==> src/rtl/anemometer_pulse_conditioner.sv <==
// anemometer_pulse_conditioner: sync + debounce reed switch, gate windows, latch per-window rotation count
module anemometer_pulse_conditioner #(
  parameter int DEBOUNCE_CYCLES = 50000,
  parameter int GATE_CYCLES     = 50000000,
  parameter int COUNT_W         = 8
) (
  input  logic               clk,
  input  logic               reset,
  input  logic               reed_in,
  input  logic               enable,
  output logic               rotation_pulse,
  output logic               gate_tick,
  output logic [COUNT_W-1:0] pulse_count,
  output logic               count_valid,
  output logic               overflow
);
  localparam int DW = DEBOUNCE_CYCLES > 0 ? $clog2(DEBOUNCE_CYCLES + 1) : 1;
  localparam int GW = GATE_CYCLES > 1 ? $clog2(GATE_CYCLES) : 1;
  localparam logic [DW-1:0] DMAX = DW'(DEBOUNCE_CYCLES);
  localparam logic [GW-1:0] GLAST = GW'(GATE_CYCLES - 1);

  typedef enum logic [1:0] {LOW_STABLE, CHK_HIGH, HIGH_STABLE, CHK_LOW} state_t;

  state_t             state;
  logic               s1, sync_level;
  logic [DW-1:0]      dcnt;
  logic [GW-1:0]      gcnt;
  logic [COUNT_W-1:0] wcnt, wnext;
  logic               sat, snext, hit, at_max;

  // two-flop synchroniser; only sync_level is used downstream
  always_ff @(posedge clk or posedge reset)
    if (reset) {sync_level, s1} <= 2'b00;
    else {sync_level, s1} <= {s1, reed_in};

  // debounce FSM: a level must hold DEBOUNCE_CYCLES before acceptance; pulse on accepted rise
  always_ff @(posedge clk or posedge reset)
    if (reset) begin
      state <= LOW_STABLE;
      dcnt <= '0;
      rotation_pulse <= 1'b0;
    end else begin
      rotation_pulse <= 1'b0;
      case (state)
        LOW_STABLE:
          if (sync_level) begin
            state <= CHK_HIGH;
            dcnt <= DW'(1);
          end
        CHK_HIGH:
          if (!sync_level) begin
            state <= LOW_STABLE;
            dcnt <= '0;
          end else if (dcnt == DMAX) begin
            state <= HIGH_STABLE;
            dcnt <= '0;
            rotation_pulse <= 1'b1;
          end else dcnt <= dcnt + 1'b1;
        HIGH_STABLE:
          if (!sync_level) begin
            state <= CHK_LOW;
            dcnt <= DW'(1);
          end
        CHK_LOW:
          if (sync_level) begin
            state <= HIGH_STABLE;
            dcnt <= '0;
          end else if (dcnt == DMAX) begin
            state <= LOW_STABLE;
            dcnt <= '0;
          end else dcnt <= dcnt + 1'b1;
        default: state <= LOW_STABLE;
      endcase
    end

  assign gate_tick = enable && gcnt == GLAST;

  // gate counter: free-runs 0..GATE_CYCLES-1 while enabled, parked at 0 otherwise
  always_ff @(posedge clk or posedge reset)
    if (reset) gcnt <= '0;
    else gcnt <= (!enable || gate_tick) ? '0 : gcnt + 1'b1;

  // next window count/sat including a pulse in this cycle, so a tick-coincident pulse is kept
  always_comb begin
    hit = rotation_pulse && enable;
    at_max = &wcnt;
    wnext = (hit && !at_max) ? wcnt + 1'b1 : wcnt;
    snext = sat || (hit && at_max);
  end

  // window accumulation and end-of-window latch
  always_ff @(posedge clk or posedge reset)
    if (reset) begin
      wcnt <= '0;
      sat <= 1'b0;
      pulse_count <= '0;
      overflow <= 1'b0;
      count_valid <= 1'b0;
    end else begin
      count_valid <= gate_tick;
      wcnt <= (!enable || gate_tick) ? '0 : wnext;
      sat <= (!enable || gate_tick) ? 1'b0 : snext;
      if (gate_tick) begin
        pulse_count <= wnext;
        overflow <= snext;
      end
    end
endmodule

==> config.mk <==
export PLATFORM = sky130hd
export DESIGN_NAME = anemometer_pulse_conditioner
export DESIGN_NICKNAME = d
export VERILOG_FILES = /design/src/rtl/anemometer_pulse_conditioner.sv
export SDC_FILE = /design/constraint.sdc
export NUM_CORES = 1
export LEC_CHECK = 0
export ABC_AREA = 0
export CAP_MARGIN = 20
export CORE_UTILIZATION = 54
export DETAILED_ROUTE_END_ITERATION = 7
export GPL_TIMING_DRIVEN = 1
export PLACE_DENSITY = 0.76
export SYNTH_ARGS = -nofsm -noshare
export SYNTH_HDL_FRONTEND = slang
export SYNTH_SLANG_ARGS = --single-unit
==> constraint.sdc <==
create_clock -name clk -period 2.3 [get_ports clk]
set_clock_uncertainty 0.2 [all_clocks]
set_input_delay 0.46 -clock clk [delete_from_list [all_inputs] [get_ports clk]]
set_output_delay 0.46 -clock clk [all_outputs]
set_load 0.05 [all_outputs]
# Yosys cells after proc, flatten, opt, wreduce, memory -nomap -nowiden

Index checks and enable logic that the tools add are counted.

Div/mod/pow operators: 0
Reductions and logical operators: 12
Multiply operators: 0
Order comparisons: 0
Bitwise gates (word level): 0
Shift operators: 0
Mux-type cells: 20
Equality and inequality tests: 9
Add/subtract/negate cells: 3

Operators by type and width:

| operator                | count |
|---|---|
| $mux W16                | 5 |
| $pmux W16 S4            | 1 |
| $add A26 B1 Y26 const B | 1 |
| $eq A26 B26 Y1 const B  | 1 |
| $mux W26                | 1 |
| $add A16 B1 Y16 const B | 1 |
| $eq A16 B16 Y1 const B  | 1 |
| $mux W8                 | 2 |
| $mux W2                 | 6 |
| $add A8 B1 Y8 const B   | 1 |
| $pmux W2 S4             | 1 |
| $reduce_and A8 Y1       | 1 |
| $ne A3 B3 Y1 const B    | 2 |
| $eq A2 B2 Y1 const B    | 2 |
| $logic_and A1 B1 Y1     | 4 |
| $mux W1                 | 4 |
| $ne A2 B2 Y1 const B    | 2 |
| $reduce_and A4 Y1       | 1 |
| $eq A2 B1 Y1 const B    | 1 |
| $logic_not A1 Y1        | 2 |
| $logic_not A2 Y1        | 1 |
| $logic_or A1 B1 Y1      | 2 |
| $reduce_and A2 Y1       | 1 |

Word-level logic and storage cells: 55
Register bits after elaboration: 66
Memories kept: 0
Memory bits (read-only): 0
Output and inout bits: 12
Input bits: 4
RAM bits: 0
Latch bits: 0

# Longest topological paths before layout

Gate-level depths: netlist of run 1.

Depth in word-level cells: 5
Depth in mapped cells: 7
Depth with buffers taken out: 7

# Worst setup path after synthesis of run 1

OpenSTA, ideal clock, no wires.

Path type: reg2out
From: register gcnt[0]
To: output port gate_tick
Stages on the path, launching flop included: 6
Setup slack: -256 ps
Buffers on the path: 0
Arrival: 1896 ps
Data required time: 1640 ps
Path through: dfrtp_1 -> ha_1 -> and4_1 -> nand3_1 -> nor4_1 -> and2_1

Cells in the longest elaborated chain, start to end: 2

Ends and longest elaborated chain:

| what                   | line | source |
|---|---|---|
| from (decl)            | 27   | `logic [GW-1:0] gcnt;` |
| from (signal assigned) | 81   | `else gcnt <= (!enable \|\| gate_tick) ? '0 : gcnt + 1'b1;` |
| $eq A26 B26 Y1         | 76   | `assign gate_tick = enable && gcnt == GLAST;` |
| $logic_and A1 B1 Y1    | 76   |  |
| to (decl)              | 12   | `output logic gate_tick,` |

No other way between the ends.

# Worst setup path in the final report of run 1

From: register gcnt[9]
To: output port gate_tick

Same word-level chain as after synthesis.

==> results.toml, run 1 <==
[run_status]
status = "finished with violations"
violations = "setup timing"

[job]
drv_cap = 0

[final_layout]
regArea_mm2 = 0.001653
stdcell_area_mm2 = 0.004003
drive_above_1_share_pct = 18.89
fill_cells = 394
final_net_count = 363
diodes = 0
syn_to_final_growth_pct = 25.75
multi_input_comb_area_mm2 = 0.001530

[logic_synthesis]
yosys_warnings = 0
yosysTopAreaCell = "dfrtp_1"
ys_seq_elements = 66
ys_seq_area_share_pct = 51.89
yosysTopAreaCellShare_pct = 51.89
ys_top_cells_by_area = "dfrtp_1, nor2_1, xor2_1, xnor2_1, mux2i_1"
synth.cell_area_mm2 = 0.003183
synth_area_per_cell_um2 = 10.27
syn_nets = 318
syn-instance-count = 310
yosysUniqueCellTypes = 43

[timing]
worst_pin_slew_ns = 0.5038
finalHoldViolations = 0
fmax_mhz = 404.0
setup_viol = 1
rsz0062_at_grt = "true"
hold_slack_ns = 0.1540
slew_headroom_pct = 66.31
setup_ws_ns = -0.1751
post-route-min-period_ns = 2.475
report.final.slew_viol_count = 0
min_period_over_period_pct = 107.6

[floorplan]
fp.dieH_um = 78.78
core_area_mm2 = 0.005608
die_w_um = 78.78
rows = 27
start_util_pct = 56.76
dieArea_mm2 = 0.006206
io_pins = 16

[grt]
grt_overflow = 0
grt_pass1_vias = 2401
grt_use_total_pct = 23.50
antenna_found_initial = 0
grt_max_degree = 30
grt_pass1_wl_um = 11120

[routing]
vias_per_cell = 5.748
ant_nets = 0
dr.pass1.iters = 4
wl_um = 6782
drcViolationCount = 0
routedWlPerCell_um = 15.70
vias = 2483
drtIter0Drc = 127

[worst_setup_path]
crit_fanout = 2
critPathLaunch = "gcnt[9]"
startpoint_type = "flop"
end_kind = "output pin"
critPathKind = "reg -> out"
worstPathArrival_ns = 1.82
cp.required_ns = 1.64
timing.rr.start = "dcnt[2]"

[clock_tree]
numCtsBuffers = 9
cts.reportedPaths.clkPinSlew_ns = 0.08
h-tree-depth = 3
cts_sinks = 66
cts_root_buf = "clkbuf_8"
cts_tree = "yes"
clk_latency_ns = 0.35
clockBufferDepth = 2

[pwr]
max-vdd-ir-drop_uv = 599.1
power_density_mw_per_mm2 = 717.8
power_mw = 2.873
leakagePower_nw = 1.812

[placed_design]
io_buffers = 15
dpl.hpwl_um = 4465
place.gp.congestion = 0.8774
place_area_mm2 = 0.003560

[hold_path]
hold_start = "s1"
min_path_type = "reg -> reg"
[layer usage]
metal / share of wire (%) / track usage, % / vias up
met5: 0 / 0 / -
met4: 2.1 / 10.56 / 0
met3: 3.9 / 4.138 / 14
met2: 50 / 38.78 / 78
met1: 44 / 30.24 / 1206
li1: - / - / 1185
[final timing paths]
kind	endpoint	slack (ns)	depth (start not counted)
max	gate_tick	-0.18	5
max reg2reg	flop	0.09	5
min in group asynchronous	dcnt[4]	0.27	2
min	sync_level	0.15	0
min reg2reg	sync_level	0.15	0
max in group asynchronous	gcnt[10]	1.15	3
[registers in the layout, summed over array words and instances (netlist names), 8 cells and up, named ones only]
| register | flops |
|---|---|
| gcnt | 26 |
| dcnt | 16 |
| pulse_count | 8 |
| wcnt | 8 |
[cells in the final DEF, fill, tap and decap left out, types with 3 or more instances in the layout]
cell             count
inv_1                6
nand3_1             18
mux2i_1             12
mux2_2               3
and2_1               7
nor2b_1              4
xor2_1              18
bufinv_16            3
o21ai_0              7
nor4_1               3
nand2_1             16
a21oi_1             12
buf_12               5
and4_1               6
clkbuf_8             9
and3_1               8
nor2_1              46
nand3_2              3
dfrtp_1             65
a31oi_1              4
buf_4               19
xnor2_1             15
clkbuf_16            3
clkdlybuf4s50_1     14
nor3_1               7
nand4_1             10
ha_1                 3
[worst max-delay path, cell delays in order, from the launching register on]
cell and delay [ns]:
dfrtp_1 0.41, nor4_2 0.24, nand4_1 0.20, nor4_4 0.28, and2_4 0.20, buf_12 0.13
[cells by family after synthesis]
logic type	Yosys count	share of synthesized area, %
compound gates	28	4.992
xor+xnor	33	9.080
fa+ha+maj	4	1.572
buf+inv	14	1.808
flops	66	51.89
mux	16	5.307
simple gates	149	25.35
[repair_timing]
item | in CTS | in global routing
endpoints found under the hold margin | 0 | 0
gates cloned | 0 | 3
setup buffers | 7 | 3
endpoints found under the setup margin | 1 | 44
pin swaps | 3 | 3
gates resized for setup | 7 | 9
hold buffers | 0 | 0
[report_power, final]
part / switching, mW / leakage (nW) / internal (mW) / total (mW)
combinational: 0.232 / 0.800 / 0.184 / 0.416
clock: 0.467 / 0.123 / 0.719 / 1.19
sequential: 0.0638 / 0.889 / 1.21 / 1.27
[cells in the mapped netlist]
library cell	count
a21boi_0	1
a21o_1	1
a21oi_1	12
a31oi_1	4
and2_1	8
and3_1	8
and3_2	1
and4_1	7
and4b_2	1
buf_1	1
buf_2	4
clkbuf_1	2
dfrtp_1	66
ha_1	4
inv_1	7
mux2_2	3
mux2_4	1
mux2i_1	12
nand2_1	16
nand2_2	1
nand2b_1	2
nand3_1	21
nand3b_1	1
nand4_1	10
nand4b_1	2
nor2_1	46
nor2_2	1
nor2b_1	4
nor3_1	7
nor3b_1	1
nor4_1	5
nor4_4	1
o2111ai_1	1
o21a_1	2
o21ai_0	7
or2_2	1
or2_4	1
or3_2	1
or3b_2	1
or4b_4	1
or4bb_1	1
xnor2_1	15
xor2_1	18
[area by class of cell]
class,count,area share (%)
clock buffers,9,3.095
clock inverters,7,2.938
repair buffers,41,11.44
multi-input cells,230,38.23
well taps,72,2.251
flip-flops and latches,66,41.29
inverters,7,0.7502
[through the flow]
| stage | utilization [%] | cells | TNS [ns] | setup slack [ns] |
|---|---|---|---|---|
| detailed placement | 63.48 | 406 | 0 | 0.05027 |
| CTS | 69.23 | 429 | -0.3894 | -0.1980 |
| global route | 71.37 | 432 | -0.2759 | -0.2759 |
| finish | 71.37 | 432 | -0.1751 | -0.1751 |
| floorplan | - | 310 | 0 | 0.06943 |
| global placement | 63.48 | 406 | 0 | 0.07128 |
No activity file was read; power rests on OpenSTA's default activity.
==> run 2: changes to the inputs <==
--- a/config.mk
+++ b/config.mk
@@ -7,10 +7,10 @@
 export LEC_CHECK = 0
 export ABC_AREA = 0
 export CAP_MARGIN = 20
-export CORE_UTILIZATION = 54
+export CORE_UTILIZATION = 50
 export DETAILED_ROUTE_END_ITERATION = 7
 export GPL_TIMING_DRIVEN = 1
-export PLACE_DENSITY = 0.76
+export PLACE_DENSITY = 0.71
 export SYNTH_ARGS = -nofsm -noshare
 export SYNTH_HDL_FRONTEND = slang
 export SYNTH_SLANG_ARGS = --single-unit
==> run 2 against run 1 <==
  * Largest power group unchanged
  * Critical path type unchanged
  * Register-to-register slack worse by 0.02 ns
  * Worst hold slack better by 0.0030 ns
  * The flow still finishes with violations (setup timing)
  * Critical path depth is 1 higher
  * Cell count is 0.23% higher
  * Combinational power hardly changed
==> results.toml, run 2 (same netlist as run 1, synthesis figures left out) <==
[run_status]
status = "finished with violations"
violations = "setup timing"

[placed_design]
place_area_mm2 = 0.003556
dpl.hpwl_um = 4283
place.gp.congestion = 0.8524
io_buffers = 15

[clock_tree]
h-tree-depth = 3
cts_root_buf = "clkbuf_8"
clockBufferDepth = 2
cts_sinks = 66
cts.reportedPaths.clkPinSlew_ns = 0.07
numCtsBuffers = 9
clk_latency_ns = 0.35
cts_tree = "yes"

[final_layout]
final_cell_mix = "dfrtp_1, nor2_1, nand3_1, buf_4, xor2_1"
stdcell_area_mm2 = 0.003877
diodes = 0
final_net_count = 361
largest_reg_flops = 26
postLayoutCoreUtil_pct = 64.35
drive_above_1_share_pct = 17.04
largest-register = "gcnt"
final_common_cell = "dfrtp_1"
fill_cells = 486
syn_to_final_growth_pct = 21.82
biggestRegsByFlops = "gcnt (26), dcnt (16)"

[worst_setup_path]
startpoint_type = "flop"
critPathBufInv = 1
critical_path.top_delay_family = "simple AND/OR/NAND/NOR gates"
crit_fanout = 3
path_depth = 6
worstReg2RegEnd = "pulse_count[4]"
timing.rr.start = "gcnt[9]"
crit_path_top_delay_cell = "dfrtp_1"
reg2reg_slack_ns = 0.07
crit_chain = "ha_2 > and4_4 > nand3_4 > nor4_4 > and2_4 > buf_12"
cp.required_ns = 1.64
critPathKind = "reg -> out"
reg2reg_depth = 7
worstPathArrival_ns = 1.95
slowest_delay_ns = 0.39
end_kind = "output pin"

[pwr]
leakagePower_nw = 1.763
power.switching_mw = 0.7422
p_seq_share_pct = 47.1
clkPwrFrac_pct = 37.3
max-vdd-ir-drop_uv = 663.6
comb_power_share_pct = 15.6
internal_power_mw = 1.948
swShare_pct = 27.59
power_density_mw_per_mm2 = 693.8

[floorplan]
rows = 28
fp.dieH_um = 81.79
start_util_pct = 52.82
io_pins = 16
die_w_um = 81.79
core_area_mm2 = 0.006026
dieArea_mm2 = 0.006689

[hold_path]
hold_start = "s1"
min_path_type = "reg -> reg"
hold_end = "sync_level"
holdPathStages = 0

[timing]
setup_viol = 1
post-route-min-period_ns = 2.607
finalHoldViolations = 0
worst_pin_slew_ns = 0.5111
slew_headroom_pct = 65.86
fmax_mhz = 383.5
report.final.slew_viol_count = 0
setup_ws_ns = -0.3074
rsz0062_at_grt = "true"
min_period_over_period_pct = 113.4
tns_ns = -0.3074

[routing]
wl_um = 6568
vias_per_cell = 5.533
dr.pass1.iters = 4
ant_nets = 0
routedWlPerCell_um = 15.17
drtIter0Drc = 159
drcViolationCount = 0
vias = 2396

[grt]
antenna_found_initial = 0
grt_pass1_wl_um = 10740
grt_overflow = 0
grt_max_degree = 28
grt_pass1_vias = 2282
grt_use_total_pct = 21.58

[job]
drv_cap = 0
-- run 2: per-layer routing --
layer / track usage (%) / part of all wire (%) / vias up
li1: - / - / 1169
met1: 28.48 / 47 / 1176
met2: 33.64 / 47 / 39
met3: 4.444 / 3.5 / 12
met4: 10.53 / 1.9 / 0
met5: 0 / 0 / -
-- run 2: how the worst max path moves through the flow --
stage	end	start	slack, ns
after floorplan	gate_tick	gcnt[0]	0.07
after global placement	dcnt[9]	dcnt[2]	0.08
after detailed placement	dcnt[15]	dcnt[2]	0.07
after CTS	gate_tick	gcnt[9]	-0.23
after global routing	gate_tick	gcnt[0]	-0.37
final	gate_tick	gcnt[1]	-0.31
-- run 2: power by group through the flow --
| stage | clock, mW | sequential (mW) | combinational, mW |
|---|---|---|---|
| after floorplan | 0 | 1.27 | 0.267 |
| after global placement | 0 | 1.29 | 0.388 |
| after detailed placement | 0 | 1.29 | 0.397 |
| after CTS | 1.02 | 1.27 | 0.400 |
| after global routing | 1.07 | 1.28 | 0.470 |
| final | 1.00 | 1.27 | 0.419 |
-- run 2: final cells by class --
| type | count | area [um2] | share of cell area (%) |
|---|---|---|---|
| clock buffers | 12 | 155.1 | 4.001 |
| clock inverters | 4 | 50.05 | 1.291 |
| inverters | 7 | 30.03 | 0.7744 |
| multi-input cells | 230 | 1521 | 39.24 |
| flip-flops and latches | 66 | 1652 | 42.59 |
| well taps | 75 | 93.84 | 2.420 |
| repair buffers | 39 | 375.4 | 9.681 |
-- run 2: per-stage QoR --
step / hold WS [ns] / total power [mW] / setup slack (ns) / std cells
floorplan: 0.1312 / 1.541 / 0.06943 / 310
global placement: 0.1340 / 1.675 / 0.08321 / 408
detailed placement: 0.1410 / 1.685 / 0.07296 / 408
CTS: 0.1576 / 2.684 / -0.2300 / 429
global route: 0.1783 / 2.813 / -0.3708 / 433
finish: 0.1570 / 2.690 / -0.3074 / 433
-- run 2: what timing repair did --
| action | CTS | global route |
|---|---|---|
| hold buffers | 0 | 0 |
| pin swaps | 4 | 4 |
| gates resized for setup | 0 | 10 |
| setup endpoints to repair | 1 | 46 |
| setup buffers | 5 | 4 |
